**src/rtl/mem_ctrl_pkg.sv**
```systemverilog
// Shared constants, state/size encodings and helpers for the byte-serialising memory controller.
package mem_ctrl_pkg;

    localparam int DATA_WIDTH     = 32;
    localparam int DEF_ADDR_WIDTH = 32;
    localparam logic [31:0] DEF_IO_BASE = 32'h0003_0000;

    localparam logic TRUE  = 1'b1;
    localparam logic FALSE = 1'b0;
    localparam logic [DATA_WIDTH-1:0] ZERO_DATA = '0;

    typedef enum logic [1:0] {
        ST_IDLE  = 2'd0,
        ST_READ  = 2'd1,
        ST_WRITE = 2'd2
    } state_t;

    localparam logic [1:0] SZ_BYTE = 2'b00;
    localparam logic [1:0] SZ_HALF = 2'b01;
    localparam logic [1:0] SZ_WORD = 2'b10;

    // Byte count of an access; both 2'b10 and 2'b11 mean a full word.
    function automatic logic [2:0] size_to_len(input logic [1:0] size);
        case (size)
            SZ_BYTE: return 3'd1;
            SZ_HALF: return 3'd2;
            default: return 3'd4;
        endcase
    endfunction

endpackage

```
**src/rtl/mem_ctrl.sv**
```systemverilog
// mem_ctrl: serves fetch and LSB requests over a byte-wide RAM/IO bus, one byte per cycle, little-endian.
// Build option MEM_CTRL_IO_STALL_EN: hold IO writes while io_buffer_full is high (ignored otherwise).
module mem_ctrl
    import mem_ctrl_pkg::*;
#(
    parameter int ADDR_WIDTH = DEF_ADDR_WIDTH,
    parameter logic [ADDR_WIDTH-1:0] IO_BASE = ADDR_WIDTH'(DEF_IO_BASE)
) (
    input  logic                  clk,
    input  logic                  rst,
    input  logic                  rdy,
    input  logic                  in_clear,
    input  logic                  in_fetch_ce,
    input  logic [ADDR_WIDTH-1:0] in_fetch_pc,
    output logic                  out_fetch_ce,
    output logic [DATA_WIDTH-1:0] out_fetch_instr,
    input  logic                  in_lsb_ce,
    input  logic                  in_lsb_wr,
    input  logic [ADDR_WIDTH-1:0] in_lsb_addr,
    input  logic [1:0]            in_lsb_size,
    input  logic [DATA_WIDTH-1:0] in_lsb_data,
    output logic                  out_lsb_ce,
    output logic [DATA_WIDTH-1:0] out_lsb_data,
    input  logic [7:0]            mem_din,
    output logic [7:0]            mem_dout,
    output logic [ADDR_WIDTH-1:0] mem_a,
    output logic                  mem_wr,
    input  logic                  io_buffer_full,
    output logic [1:0]            dbg_state
);

    state_t state_q, state_d;

    logic                  fetch_pend_q;
    logic [ADDR_WIDTH-1:0] fetch_pc_q;
    logic                  lsb_pend_q;
    logic                  lsb_wr_q;
    logic [ADDR_WIDTH-1:0] lsb_addr_q;
    logic [1:0]            lsb_size_q;
    logic [DATA_WIDTH-1:0] lsb_data_q;

    logic [ADDR_WIDTH-1:0] acc_addr_q;
    logic [2:0]            len_q;
    logic [1:0]            cnt_q;
    logic                  is_fetch_q;
    logic [DATA_WIDTH-1:0] rbuf_q;
    logic [DATA_WIDTH-1:0] wdata_q;
    logic                  mem_wr_q;

    logic                  start_lsb, start_fetch, abort, last, stall;
    logic                  read_step, write_step;
    logic [1:0]            cnt_nxt;
    logic [ADDR_WIDTH-1:0] step_addr;
    logic [7:0]            next_byte;
    logic [DATA_WIDTH-1:0] rd_merged;

`ifdef MEM_CTRL_IO_STALL_EN
    assign stall = (state_q == ST_WRITE) && (mem_a >= IO_BASE) && io_buffer_full;
`else
    logic unused_io_buffer_full;
    assign unused_io_buffer_full = io_buffer_full;
    assign stall = FALSE;
`endif

    always_ff @(posedge clk) begin
        if (rst) begin
            state_q <= ST_IDLE;
        end else if (rdy) begin
            state_q <= state_d;
        end
    end

    always_comb begin
        state_d = state_q;
        case (state_q)
            ST_IDLE: begin
                if (start_lsb) begin
                    state_d = lsb_wr_q ? ST_WRITE : ST_READ;
                end else if (start_fetch) begin
                    state_d = ST_READ;
                end
            end
            ST_READ:  if (abort || last) state_d = ST_IDLE;
            ST_WRITE: if (!stall && last) state_d = ST_IDLE;
            default:  state_d = ST_IDLE;
        endcase
    end

    // LSB beats fetch; a flush in the start cycle drops the pending fetch before it can start.
    always_comb begin
        start_lsb   = (state_q == ST_IDLE) && lsb_pend_q;
        start_fetch = (state_q == ST_IDLE) && !lsb_pend_q && fetch_pend_q && !in_clear;
        abort       = (state_q == ST_READ) && is_fetch_q && in_clear;
        last        = ({1'b0, cnt_q} == (len_q - 3'd1));
        read_step   = (state_q == ST_READ) && !abort;
        write_step  = (state_q == ST_WRITE) && !stall;
        cnt_nxt     = cnt_q + 2'd1;
        step_addr   = acc_addr_q + ADDR_WIDTH'(cnt_nxt);
        next_byte   = 8'(wdata_q >> {cnt_nxt, 3'b000});
        rd_merged   = rbuf_q | (DATA_WIDTH'(mem_din) << {cnt_q, 3'b000});
        mem_wr      = mem_wr_q & ~stall;
        dbg_state   = state_q;
    end

    // A new pulse wins over the clear, so a fetch arriving with in_clear is kept.
    always_ff @(posedge clk) begin
        if (rst) begin
            fetch_pend_q <= FALSE;
            fetch_pc_q   <= '0;
            lsb_pend_q   <= FALSE;
            lsb_wr_q     <= FALSE;
            lsb_addr_q   <= '0;
            lsb_size_q   <= SZ_BYTE;
            lsb_data_q   <= ZERO_DATA;
        end else if (rdy) begin
            if (in_fetch_ce) begin
                fetch_pend_q <= TRUE;
                fetch_pc_q   <= in_fetch_pc;
            end else if (in_clear || start_fetch) begin
                fetch_pend_q <= FALSE;
            end
            if (in_lsb_ce) begin
                lsb_pend_q <= TRUE;
                lsb_wr_q   <= in_lsb_wr;
                lsb_addr_q <= in_lsb_addr;
                lsb_size_q <= in_lsb_size;
                lsb_data_q <= in_lsb_data;
            end else if (start_lsb) begin
                lsb_pend_q <= FALSE;
            end
        end
    end

    always_ff @(posedge clk) begin
        if (rst) begin
            acc_addr_q      <= '0;
            len_q           <= 3'd0;
            cnt_q           <= 2'd0;
            is_fetch_q      <= FALSE;
            rbuf_q          <= ZERO_DATA;
            wdata_q         <= ZERO_DATA;
            mem_wr_q        <= FALSE;
            mem_a           <= '0;
            mem_dout        <= 8'h00;
            out_fetch_ce    <= FALSE;
            out_fetch_instr <= ZERO_DATA;
            out_lsb_ce      <= FALSE;
            out_lsb_data    <= ZERO_DATA;
        end else if (rdy) begin
            out_fetch_ce <= FALSE;
            out_lsb_ce   <= FALSE;
            if (start_lsb) begin
                acc_addr_q <= lsb_addr_q;
                len_q      <= size_to_len(lsb_size_q);
                cnt_q      <= 2'd0;
                is_fetch_q <= FALSE;
                rbuf_q     <= ZERO_DATA;
                wdata_q    <= lsb_data_q;
                mem_a      <= lsb_addr_q;
                mem_wr_q   <= lsb_wr_q;
                mem_dout   <= lsb_data_q[7:0];
            end else if (start_fetch) begin
                acc_addr_q <= fetch_pc_q;
                len_q      <= 3'd4;
                cnt_q      <= 2'd0;
                is_fetch_q <= TRUE;
                rbuf_q     <= ZERO_DATA;
                mem_a      <= fetch_pc_q;
                mem_wr_q   <= FALSE;
            end else if (read_step) begin
                rbuf_q <= rd_merged;
                if (last) begin
                    if (is_fetch_q) begin
                        out_fetch_ce    <= TRUE;
                        out_fetch_instr <= rd_merged;
                    end else begin
                        out_lsb_ce   <= TRUE;
                        out_lsb_data <= rd_merged;
                    end
                end else begin
                    cnt_q <= cnt_nxt;
                    mem_a <= step_addr;
                end
            end else if (write_step) begin
                if (last) begin
                    mem_wr_q   <= FALSE;
                    out_lsb_ce <= TRUE;
                end else begin
                    cnt_q    <= cnt_nxt;
                    mem_a    <= step_addr;
                    mem_dout <= next_byte;
                end
            end
        end
    end

endmodule

```
**config.mk**
```make
export PLATFORM = sky130hd
export DESIGN_NAME = mem_ctrl
export DESIGN_NICKNAME = d
export VERILOG_FILES = /design/src/rtl/mem_ctrl_pkg.sv /design/src/rtl/mem_ctrl.sv
export SDC_FILE = /design/constraint.sdc
export NUM_CORES = 1
export LEC_CHECK = 0
export ABC_AREA = 0
export CORE_MARGIN = 1.5
export CORE_UTILIZATION = 25
export CTS_BUF_LIST = sky130_fd_sc_hd__clkbuf_16
export CTS_CLUSTER_DIAMETER = 100
export DETAILED_ROUTE_END_ITERATION = 7
export GPL_TIMING_DRIVEN = 0
export MAX_ROUTING_LAYER = met4
export REMOVE_ABC_BUFFERS = 1
export SLEW_MARGIN = 10
export SYNTH_ARGS = -nofsm -noshare
export SYNTH_HDL_FRONTEND = slang
export SYNTH_SLANG_ARGS = --single-unit
```
**constraint.sdc**
```tcl
create_clock -name clk -period 3.4 [get_ports clk]
set_clock_uncertainty 0.1 [all_clocks]
set_input_delay 1.02 -clock clk [delete_from_list [all_inputs] [get_ports clk]]
set_output_delay 1.02 -clock clk [all_outputs]
set_load 0.005 [all_outputs]
```
# ---- Yosys cells after proc, flatten, opt, wreduce, memory -nomap -nowiden
# Cells that the tools add are included.
dict set report classes {
  eq_ne 11
  order_cmp 0
  add_sub_neg 3
  div 0
  multipliers 0
  n_bitwise 4
  shifts 2
  n_reduce_logical 35
  muxes 52
}
# operator n
set op_table {}
lappend op_table {{32-bit 2-to-1 mux} 10}
lappend op_table {{8-bit 2-to-1 mux} 5}
lappend op_table {{32-bit by 2-bit adder with 32-bit output} 1}
lappend op_table {{32-bit OR} 1}
lappend op_table {{8-bit by 5-bit << shifter with 32-bit output} 1}
lappend op_table {{32-bit by 5-bit right shift with 8-bit output} 1}
lappend op_table {{1-bit 2-to-1 mux} 23}
lappend op_table {{2-bit 2-to-1 mux} 10}
lappend op_table {{2-bit AND reduction} 8}
lappend op_table {{6-bit AND reduction} 2}
lappend op_table {{2-bit inequality test (second input constant)} 5}
lappend op_table {{3-bit nonzero test} 3}
lappend op_table {{4-bit AND reduction} 2}
lappend op_table {{2-bit nonzero test} 4}
lappend op_table {{1-bit logical AND} 7}
lappend op_table {{3-bit 2-to-1 mux} 2}
lappend op_table {{3-bit inequality test (second input constant)} 2}
lappend op_table {{2-bit case mux with 3 select lines} 1}
lappend op_table {{3-bit case mux with 2 select lines} 1}
lappend op_table {{5-bit AND reduction} 1}
lappend op_table {{2-bit by 1-bit == test with 1-bit output (second input constant)} 2}
lappend op_table {{2-bit logical NOT} 2}
lappend op_table {{4-bit nonzero test} 1}
lappend op_table {{2-bit by 3-bit == test with 1-bit output} 1}
lappend op_table {{other kinds (6)} 11}
dict set report totals {
  wordCells 128
  inputBits 114
  n_memories 0
  ram_bits 0
  mem_bits_ro 0
  latchBits 0
  output_inout_bits 109
  regBits 312
}

# ---- Depth between registers and ports, before layout
# Gate-level depths: netlist of the first run.
dict set report depth {
  depth_word 8
  depth_mapped 14
  ltp_nobuf 10
}

# ---- Worst setup path before layout of the first run
# OpenSTA, ideal clock, no wires.
dict set report synth_timing {
  path_type {register -> register}
  from {register cnt_q[0]}
  to {register mem_a[26]}
  setup_slack_ns 0.522
  arrival_time_ns 2.703
  synth_period_minus_slack_ns 2.878
  path_buffers 3
  setup_ns 0.074
  path_stages_with_launch 14
  cell_sequence {dfxtp_1 buf_4 buf_2 inv_1 nor2_1 clkbuf_1 or2_2 fa_1 nand4_1 nor3_2 nand3_1 xor2_1 a211o_1 a31oi_1}
}
dict set report synth_via {
  elab_chain_len 7
  elab_cells_between_ends 8
  cone_classes {add/sub (2); eq/ne (1); mux (5)}
}
# element line
set synth_rtl {}
lappend synth_rtl {{start, declared} mem_ctrl.sv:44} ;# logic [1:0] cnt_q;
lappend synth_rtl {{start signal, assigned} mem_ctrl.sv:181} ;# cnt_q <= cnt_nxt;
lappend synth_rtl {{start signal, assigned} mem_ctrl.sv:189} ;# cnt_q <= cnt_nxt;
lappend synth_rtl {{2-bit by 1-bit adder with 2-bit output} mem_ctrl.sv:97} ;# cnt_nxt = cnt_q + 2'd1;
lappend synth_rtl {{32-bit by 2-bit adder with 32-bit output} mem_ctrl.sv:98} ;# step_addr = acc_addr_q + ADDR_WIDTH'(cnt_nxt);
lappend synth_rtl {{32-bit 2-to-1 mux *} {mem_ctrl.sv:172, mem_ctrl.sv:185}}
lappend synth_rtl {{32-bit 2-to-1 mux} mem_ctrl.sv:184} ;# end else if (write_step) begin
lappend synth_rtl {{32-bit 2-to-1 mux *} mem_ctrl.sv:170} ;# end else if (read_step) begin
lappend synth_rtl {{32-bit 2-to-1 mux *} mem_ctrl.sv:162} ;# end else if (start_fetch) begin
lappend synth_rtl {{32-bit 2-to-1 mux *} mem_ctrl.sv:152} ;# if (start_lsb) begin
lappend synth_rtl {{end signal, assigned} mem_ctrl.sv:168} ;# mem_a <= fetch_pc_q;
lappend synth_rtl {{end signal, assigned} mem_ctrl.sv:182} ;# mem_a <= step_addr;
lappend synth_rtl {{end signal, assigned} mem_ctrl.sv:190} ;# mem_a <= step_addr;
lappend synth_rtl {{end, declared} mem_ctrl.sv:26} ;# output logic [ADDR_WIDTH-1:0] mem_a,
# Mark *: on every way between the ends. The rest lies on a longest branch, timed or not. The select of a mux whose other input is x is not followed.
# A chain may end at the register's enable or synchronous reset.

# ---- Worst setup path after layout of the first run
dict set report layout_timing {
  from {register cnt_q[0]}
  to {register mem_a[13]}
}
# Same word-level chain as after synthesis.

==> run summary, run 1 <==
* **Final Setup Violations** 0
* **standard cell area after detailed placement** 15,600 µm²
* **Die Width** 229 µm
* **multiplexer share of the synthesized area** 0.0149
* **Placeable Area** 50,300 µm²
* **synthesized-area fraction occupied by adder cells** 0.00451
* **register bit count reported by yosys** 312
* **end of the worst hold path** wdata_q[26]
* **cell count of the worst reg-to-reg path** 10
* **detail-routed via count per cell** 4.79
* **capturing element type of the critical path** flop
* **first-pass GRT wire length** 63.3 mm
* **final-layout fill cell count** 5,237
* **number of buffers created by CTS** 38
* **CP required** 3.76 ns
* **critical-path maximum fanout** 16
* **most used flip-flop cell after synthesis** dfxtp_1
* **number of levels the H-tree was split into** 2
* **I/O Buffers** 221
* **RePlAce Congestion** 0.768
* **vias in the first global route** 11,000
* **wirelength, routed** 41.2 mm
* **initial core utilization** 0.254
* **Tot GR Track Use** 0.159
* **share of the synthesized netlist area taken by xor and xnor gates** 0.0220
* **total vias in the final route** 11,400
* **crit path time final** 3.25 ns
* **Final #Nets** 1,804
* **clock sink count** 312
* **maximum number of pins on one net before global-route repair** 89
* **Arrival @ worst endpoint** 3.61 ns
* **most used standard cells in the synthesized netlist** nand2_1, dfxtp_1, a21oi_1
* **fmax** 307 MHz
* **outcome** finished clean
* **critical path class** flop to flop
* **power density cells** 517 nW/µm²
* **period utilization** 0.957
* **proportion of synthesized chip area in sequential cells** 0.490
* **Fin. Hold Viols** 0
* **post-DR wirelength/cell** 17.3 µm
* **leftover overflow at the end of global routing** 0
* **most frequently used cell type in the post-synthesis netlist** nand2_1
* **root buffer selected by CTS** clkbuf_16
* **drt first-iter violations** 662
* **Avg Cell Area, Syn** 8.33 µm²
* **I/O pin count** 223
* **area taken by multi-input logic gates** 5980 µm²
* **DRC viols** 0
* **antenna-violating nets left** 0
* **power share of the combinational group** 0.097
* **Synthesis Warnings** 0
* **Final Power** 8.75 mW
* **count of hold buffers inserted by post-cts repair** 0
* **critical register-to-register path startpoint** cnt_q[0]
* **Final Instance Area** 16,900 µm²
* **net switching power figure** 2.21 mW
* **simple logic cell fraction of the synthesized area** 0.194
* **largest cells by area after synthesis** dfxtp_1, nand2_1, a21oi_1
* **synthesized instance count** 1,532
* **Site Rows** 82
* **Crit Reg-Reg Endpoint** mem_a[13]
* **antenna violations before repair** 1
* **share of Yosys cell area claimed by the top area cell type** 0.490
* **number of different library cells in the post-synthesis netlist** 56
* **clock-pin transition on the worst setup and hold timing paths** 0.06 ns
* **number of max-slew violations in the final report** 0
* **Detailed Routing Iterations Pass 1** 6
* **post-synth top area cell** dfxtp_1
* **P&R area growth vs syn** 32.7%
* **share of cells above drive strength 1** 0.0876
* **Die Y-Extent** 229 µm
* **share of the synthesized area in compound gates (AO/OA/AOI/OAI)** 0.225
* **placed wire-length estimate** 27.3 mm
* **critical path startpoint category** flop
* **Sequential Power Share** 0.445
* **Min-Delay Startpoint** lsb_data_q[26]
* **internal power** 6.54 mW
* **number of flops mapped to enable cells by yosys** 0
* **number of max-cap violations** 0
* **clock network fraction of design power** 0.458
* **Cell Area, Synth** 12,800 µm²
* **async set or reset register ratio after synthesis** 0
* **die outline area** 52,400 µm²
* **Max Buffers Root-to-Sink** 3
* **Leakage** 5.54 nW
* **flop-to-flop setup slack** 0.15 ns
* **relative max-transition margin** 0.258
* **sequential standard cell area** 6250 µm²
* **clock tree from TritonCTS** built
* **Peak VDD IR** 264 µV
* **total negative setup slack** 0 ns
* **Switching Share** 0.252
* **Hold WC Path Type** flop to flop
* **instance count along the most critical hold path** 2
* **dominant combinational cell family by area after synthesis** compound AO/OA/AOI/OAI gates
* **clock latency of the later-clocked register in the worst-skew pair** 0.55 ns
* **Worst Max-Slew Pin Slew** 1.10 ns
==> cell type report <==
cell class	instances	area share
Multi-Input combinational cell	1079	0.353
Clock inverter	28	0.0143
Timing Repair Buffer	247	0.154
Clock buffer	39	0.0576
Antenna cell	1	0.000148
Inverter	8	0.00177
Sequential cell	312	0.369
Tap cell	672	0.0497
==> sequential cells by signal (all words and copies together) (netlist names), 2 cells and up <==
register         count
cnt_q                2
dbg_state            2
lsb_data_q          32
wdata_q             32
out_lsb_data        32
mem_a               32
rbuf_q              32
mem_dout             8
acc_addr_q          32
len_q                3
lsb_addr_q          32
lsb_size_q           2
out_fetch_instr     32
fetch_pc_q          32
==> worst max-delay path by stage <==
| stage | end | start | slack [ns] |
|---|---|---|---|
| final | mem_a[13] | cnt_q[0] | 0.15 |
| after global routing | mem_a[14] | cnt_q[0] | -0.001 |
| after CTS | rbuf_q[8] | in_clear | 0.05 |
| after detailed placement | mem_a[13] | cnt_q[0] | -1.72 |
| after global placement | rbuf_q[13] | rst | -7.69 |
| after floorplan | out_lsb_data[10] | cnt_q[0] | -0.60 |
==> through the flow <==
step	setup slack [ns]	cells	hold slack [ns]	util
finish	0.146	2386	0.342	0.337
global route	-0.00114	2386	0.370	0.337
CTS	0.0492	2380	0.334	0.336
detailed placement	-1.72	2311	0.346	0.310
global placement	-7.69	2291	0.337	0.302
floorplan	-0.604	1398	0.326	-
==> power by group through the flow <==
stage	registers (mW)	logic (mW)	clock network, mW
2_1_floorplan	3.94	0.365	0
3_3_place_gp	3.97	0.823	0
3_5_place_dp	3.97	0.849	0
4_1_cts	3.89	0.856	4.14
5_1_grt	3.90	0.937	4.28
6_report	3.89	0.851	4.01
==> critical path, stage by stage (launching register included) <==
cell and delay [ns]:
dfxtp_4 0.45, inv_1 0.25, nor2_4 0.07, or2_2 0.37, ha_1 0.30, a21oi_1 0.17
nor2_4 0.37, nor4b_1 0.54, xor2_1 0.19, o21ai_0 0.12, a211oi_1 0.23
==> what timing repair did <==
item	in CTS	in global routing
pin swaps	2	3
resized for setup	10	2
endpoints found under the setup margin	41	13
gates cloned	0	1
buffers inserted	2	4
==> placed cells by master, fill, tap and decap left out, types with 8 or more instances in the layout <==
| cell type | n |
|---|---|
| nand4_1 | 11 |
| nand2_1 | 310 |
| a211oi_1 | 85 |
| xnor2_1 | 19 |
| dfxtp_1 | 310 |
| nor3_1 | 15 |
| inv_1 | 14 |
| mux4_2 | 8 |
| a211o_1 | 10 |
| clkbuf_16 | 39 |
| o22ai_1 | 31 |
| nand3_1 | 23 |
| a32oi_1 | 9 |
| nor2_1 | 186 |
| a311oi_1 | 10 |
| o21ai_0 | 21 |
| clkinv_2 | 8 |
| a211oi_2 | 28 |
| a21oi_1 | 209 |
| clkdlybuf4s50_1 | 219 |
| a31oi_1 | 11 |
| buf_4 | 9 |
| xor2_1 | 13 |
==> cell families (layout without fill, tap and decap cells) <==
group	after synthesis	after routing
and+or+nand+nor	594	595
xor gates and xnor gates	32	32
DFF	312	312
AOI/OAI and AO/OA	439	439
muxes	9	9
other	0	1
adders and majority gates	4	4
buffers and inverters	142	322
==> routing by layer <==
metal  part of all wire  vias to the layer above  wire length [µm]  GRT usage
met4              0.021                        0               879     0.0504
met2               0.46                      278             19000      0.250
met3              0.052                       60              2160     0.0323
met1               0.46                     5443             19100      0.202
li1                   -                     5644                 -          -
met5                  0                        -                 0          -
(Power assumes the default switching activity.)
==> run 2, diff against run 1 <==
--- a/config.mk
+++ b/config.mk
@@ -14,6 +14,7 @@
 export GPL_TIMING_DRIVEN = 0
 export MAX_ROUTING_LAYER = met4
 export REMOVE_ABC_BUFFERS = 1
+export SETUP_SLACK_MARGIN = 0.2
 export SLEW_MARGIN = 10
 export SYNTH_ARGS = -nofsm -noshare
 export SYNTH_HDL_FRONTEND = slang
==> run 2 against run 1 <==
- hold slack lost 0.00056 ns
- register-to-register slack improved by 0.33 ns
- die area stayed put
- sequential power about the same
- via count is 0.11% lower
- non-clock buffer count increased by 3
- routed wire length about the same
- sequential share of layout area is 0.091 points lower
==> run summary, run 2 (synthesis results as in run 1) <==
* **Placeable Area** 50,300 µm²
* **clock latency of the later-clocked register in the worst-skew pair** 0.55 ns
* **I/O pin count** 223
* **antenna violations before repair** 1
* **final-layout fill cell count** 5,237
* **number of buffers created by CTS** 38
* **die outline area** 52,400 µm²
* **leftover overflow at the end of global routing** 0
* **core utilization of the finished layout** 0.338
* **capturing element type of the critical path** flop
* **CP required** 3.75 ns
* **area taken by multi-input logic gates** 6000 µm²
* **number of levels the H-tree was split into** 2
* **instance count along the most critical hold path** 2
* **power density cells** 515 nW/µm²
* **clock-pin transition on the worst setup and hold timing paths** 0.06 ns
* **I/O Buffers** 221
* **period utilization** 0.889
* **Peak VDD IR** 267 µV
* **flop-to-flop setup slack** 0.48 ns
* **initial core utilization** 0.254
* **root buffer selected by CTS** clkbuf_16
* **Min-Delay Startpoint** lsb_data_q[26]
* **Arrival @ worst endpoint** 3.38 ns
* **crit path time final** 3.02 ns
* **end of the worst hold path** wdata_q[26]
* **clock tree from TritonCTS** built
* **detail-routed via count per cell** 4.78
* **critical-path maximum fanout** 16
* **RePlAce Congestion** 0.768
* **clock sink count** 312
* **critical register-to-register path startpoint** cnt_q[1]
* **number of non-filler instances in the completed layout** 2,389
* **Tot GR Track Use** 0.160
* **post-DR wirelength/cell** 17.2 µm
* **Site Rows** 82
* **P&R area growth vs syn** 33.1%
* **placed wire-length estimate** 27.3 mm
* **vias in the first global route** 11,000
* **Worst Max-Slew Pin Slew** 1.08 ns
* **Final #Nets** 1,807
* **Die Width** 229 µm
* **drt first-iter violations** 586
* **DRC viols** 0
* **critical path startpoint category** input port
* **commonest cells after routing, fill and taps aside** nand2_1, dfxtp_1, clkdlybuf4s50_1
* **Leakage** 5.55 nW
* **antenna-violating nets left** 0
* **share of cells above drive strength 1** 0.0909
* **unrepaired setup endpoints after global routing** no
* **Crit Reg-Reg Endpoint** mem_a[14]
* **total vias in the final route** 11,400
* **maximum number of pins on one net before global-route repair** 89
* **Fin. Hold Viols** 0
* **wirelength, routed** 41.2 mm
* **Final Setup Violations** 0
* **first-pass GRT wire length** 63.7 mm
* **Die Y-Extent** 229 µm
* **relative max-transition margin** 0.274
* **critical path class** input port to flop
* **fmax** 331 MHz
* **number of max-slew violations in the final report** 0
* **number of placed cells counting well taps** 2,311
* **sequential standard cell area** 6250 µm²
* **Hold WC Path Type** flop to flop
* **number of max-cap violations** 0
* **Detailed Routing Iterations Pass 1** 5
* **Max Buffers Root-to-Sink** 3
* **outcome** finished clean
* **cell count of the worst reg-to-reg path** 11
-- run 2: final cells by class --
class | instances | share of cell area
flip-flops and latches | 312 | 0.368
diodes | 1 | 0.000147
inverters | 8 | 0.00199
clock inverters | 28 | 0.0143
repair buffers | 250 | 0.155
clock buffers | 39 | 0.0575
multi-input cells | 1079 | 0.353
well taps | 672 | 0.0495
-- run 2: worst max-delay path by stage --
stage,from,endpoint,cells after the start
floorplan,cnt_q[0],out_lsb_data[10],5
global route,in_clear,rbuf_q[14],7
global placement,rst,rbuf_q[13],3
detailed placement,cnt_q[0],mem_a[13],10
finish,in_clear,rbuf_q[8],7
CTS,cnt_q[0],mem_a[13],10
-- run 2: worst max-delay path: stages --
cell and delay (ns):
clkdlybuf4s50_1 0.47, nor2b_1 0.25, o211a_2 0.57, nor2_1 0.25
nor3_2 0.56, a21oi_1 0.15, nor2_1 0.10
-- run 2: per-stage QoR --
stage / setup TNS (ns) / hold WS, ns / total power, mW / cell area, µm² / setup WS [ns]
global route: 0 / 0.370 / 9.12 / 17000 / 0.216
global placement: -2059.80 / 0.337 / 4.79 / 15200 / -7.69
floorplan: -19.15 / 0.326 / 4.31 / 12100 / -0.604
detailed placement: -48.87 / 0.346 / 4.82 / 15600 / -1.72
CTS: 0 / 0.334 / 8.89 / 16900 / 0.113
finish: 0 / 0.341 / 8.75 / 17000 / 0.377
-- run 2: where the power goes --
part / total (mW) / internal [mW] / switching [mW]
clock network: 4.01 / 2.39 / 1.62
logic: 0.859 / 0.373 / 0.486
registers: 3.88 / 3.78 / 0.102
-- run 2: per-layer routing --
| layer | track usage | wire length [µm] | vias to the layer above |
|---|---|---|---|
| li1 | - | - | 5654 |
| met1 | 0.205 | 19100 | 5466 |
| met2 | 0.252 | 19100 | 236 |
| met3 | 0.0324 | 2100 | 57 |
| met4 | 0.0495 | 845 | 0 |
| met5 | - | 0 | - |
-- run 2: repair_timing --
action | CTS | global route
resized for setup | 12 | 7
setup endpoints to repair | 78 | 12
hold buffers | 0 | 0
endpoints found under the hold margin | 0 | 0
pin swaps | 4 | 1
buffers inserted | 5 | 4
gates cloned | 1 | 0
==> run 3, diff against run 2 <==
--- a/config.mk
+++ b/config.mk
@@ -13,7 +13,6 @@
 export DETAILED_ROUTE_END_ITERATION = 7
 export GPL_TIMING_DRIVEN = 0
 export MAX_ROUTING_LAYER = met4
-export REMOVE_ABC_BUFFERS = 1
 export SETUP_SLACK_MARGIN = 0.2
 export SLEW_MARGIN = 10
 export SYNTH_ARGS = -nofsm -noshare
==> run 3 against run 2 <==
- combinational power rose by 2.9%
- non-clock buffer count increased by 98
- routed wire length increased by 16%
- fmax fell by 0.77%
- count of clock-buffer cells in the layout fell by 2
- sequential cell count stayed put
- sequential share of layout area is 0.11 points lower
- worst setup slack worse by 0.023 ns
- die area stayed put
- critical path depth rose by 6
- via count grew 7.2%
- global-route usage increased by 2.3 points
- critical endpoint is now mem_a[9]
- largest cell class unchanged
- largest power group unchanged
==> run summary, run 3 (synthesis results as in run 1) <==
* **clock tree from TritonCTS** built
* **instance count along the most critical hold path** 2
* **Fin. Hold Viols** 0
* **detail-routed via count per cell** 4.93
* **Peak VDD IR** 253 µV
* **capturing element type of the critical path** flop
* **number of buffers created by CTS** 37
* **critical-path maximum fanout** 10
* **crit path time final** 3.05 ns
* **flop-to-flop setup slack** 0.35 ns
* **number of levels the H-tree was split into** 2
* **CP required** 3.68 ns
* **Post-Syn Nets** 1,650
* **Worst setup startpoint** cnt_q[0]
* **I/O Buffers** 212
* **DRC viols** 0
* **number of max-cap violations** 0
* **root buffer selected by CTS** clkbuf_16
* **die outline area** 52,400 µm²
* **clock latency of the later-clocked register in the worst-skew pair** 0.55 ns
* **final-layout fill cell count** 5,264
* **cell count of the worst reg-to-reg path** 13
* **maximum number of pins on one net before global-route repair** 14
* **RePlAce Congestion** 0.905
* **period utilization** 0.896
* **vias in the first global route** 11,900
* **clock-pin transition on the worst setup and hold timing paths** 0.06 ns
* **power density cells** 516 nW/µm²
* **placed wire-length estimate** 36.1 mm
* **commonest cells after routing, fill and taps aside** nand2_1, dfxtp_1, clkdlybuf4s50_1
* **Worst Max-Slew Pin Slew** 1.15 ns
* **total vias in the final route** 12,200
* **Tot GR Track Use** 0.183
* **relative max-transition margin** 0.228
* **Hold WC Path Type** flop to flop
* **critical path startpoint category** flop
* **antenna-violating nets left** 0
* **number of max-slew violations in the final report** 0
* **Arrival @ worst endpoint** 3.33 ns
* **critical path class** flop to flop
* **antenna violations before repair** 3
* **Max Buffers Root-to-Sink** 3
* **unrepaired setup endpoints after global routing** yes
* **Die Width** 229 µm
* **Detailed Routing Iterations Pass 1** 5
* **sequential standard cell area** 6250 µm²
* **fmax** 328 MHz
* **post-DR wirelength/cell** 19.2 µm
* **Placeable Area** 50,300 µm²
* **wirelength, routed** 47.7 mm
* **clock sink count** 312
* **first-pass GRT wire length** 71.2 mm
* **most common library cell in the layout ignoring fill and taps** nand2_1
* **drt first-iter violations** 957
* **total negative setup slack** 0 ns
* **Site Rows** 82
* **outcome** finished clean
* **Min-Delay Startpoint** lsb_data_q[27]
* **count of hold buffers inserted by post-cts repair** 0
* **Leakage** 5.60 nW
* **Die Y-Extent** 229 µm
* **Final Setup Violations** 0
* **P&R area growth vs syn** 33.3%
* **share of cells above drive strength 1** 0.0840
* **critical register-to-register path startpoint** cnt_q[0]
* **leftover overflow at the end of global routing** 0
* **Final #Nets** 1,903
* **initial core utilization** 0.254
* **I/O pin count** 223
* **Final Power** 8.78 mW
* **area taken by multi-input logic gates** 5890 µm²
## run 3: cell count changes in the layout (fill, tap and decap cells not counted), sizes merged
cell,previous run,this run
nor2,191,190
clkbuf,39,128
diode,1,3
inv,15,14
bufinv,4,5
clkinv,14,16
buf,31,45
clkinvlp,3,0
clkdlybuf4s50,219,212
## run 3: worst paths after layout
path                 end
min reg2reg  wdata_q[27]
max             mem_a[9]
min          wdata_q[27]
max reg2reg     mem_a[9]
## run 3: layer usage
metal	vias to the layer above	GRT usage	wire (µm)
met5	-	-	0
met4	0	0.0625	1400
met3	74	0.0375	3330
met2	461	0.284	21600
met1	5859	0.235	21400
li1	5846	-	-
## run 3: repair_timing
item	in CTS	in global routing
endpoints found under the hold margin	0	0
setup endpoints to repair	39	32
pin swaps	2	3
gates resized for setup	14	16
buffers inserted	2	0
## run 3: report_power, final
part           internal, mW  switching [mW]
Combinational         0.358           0.526
Clock                  2.37            1.64
Sequential             3.78           0.111
## run 3: cell type report
class	count	area share
well taps	672	0.0494
plain buffers	134	0.0385
flip-flops and latches	312	0.367
repair buffers	214	0.126
diodes	3	0.000441
clock inverters	27	0.0156
clock buffers	37	0.0544
inverters	8	0.00176
multi-input cells	1078	0.346
## run 3: per-stage QoR
stage	cells	util	hold slack [ns]	cell area (µm²)	setup WS [ns]
floorplan	1532	-	0.332	12800	0.522
global placement	2416	0.313	0.339	15700	-0.553
detailed placement	2416	0.313	0.347	15700	-0.587
CTS	2482	0.338	0.351	17000	0.253
global route	2485	0.338	0.363	17000	0.195
finish	2485	0.338	0.351	17000	0.354
## run 3: critical path, cell delays in order, from the launching register on
cell      delay, ns
dfxtp_1        0.29
buf_4          0.18
buf_12         0.16
inv_2          0.11
nor2_2         0.07
clkbuf_8       0.18
or2_4          0.29
ha_1           0.30
a21oi_2        0.27
nor3_1         0.12
and3_1         0.20
xor2_1         0.14
a222oi_1       0.33
a211oi_1       0.12
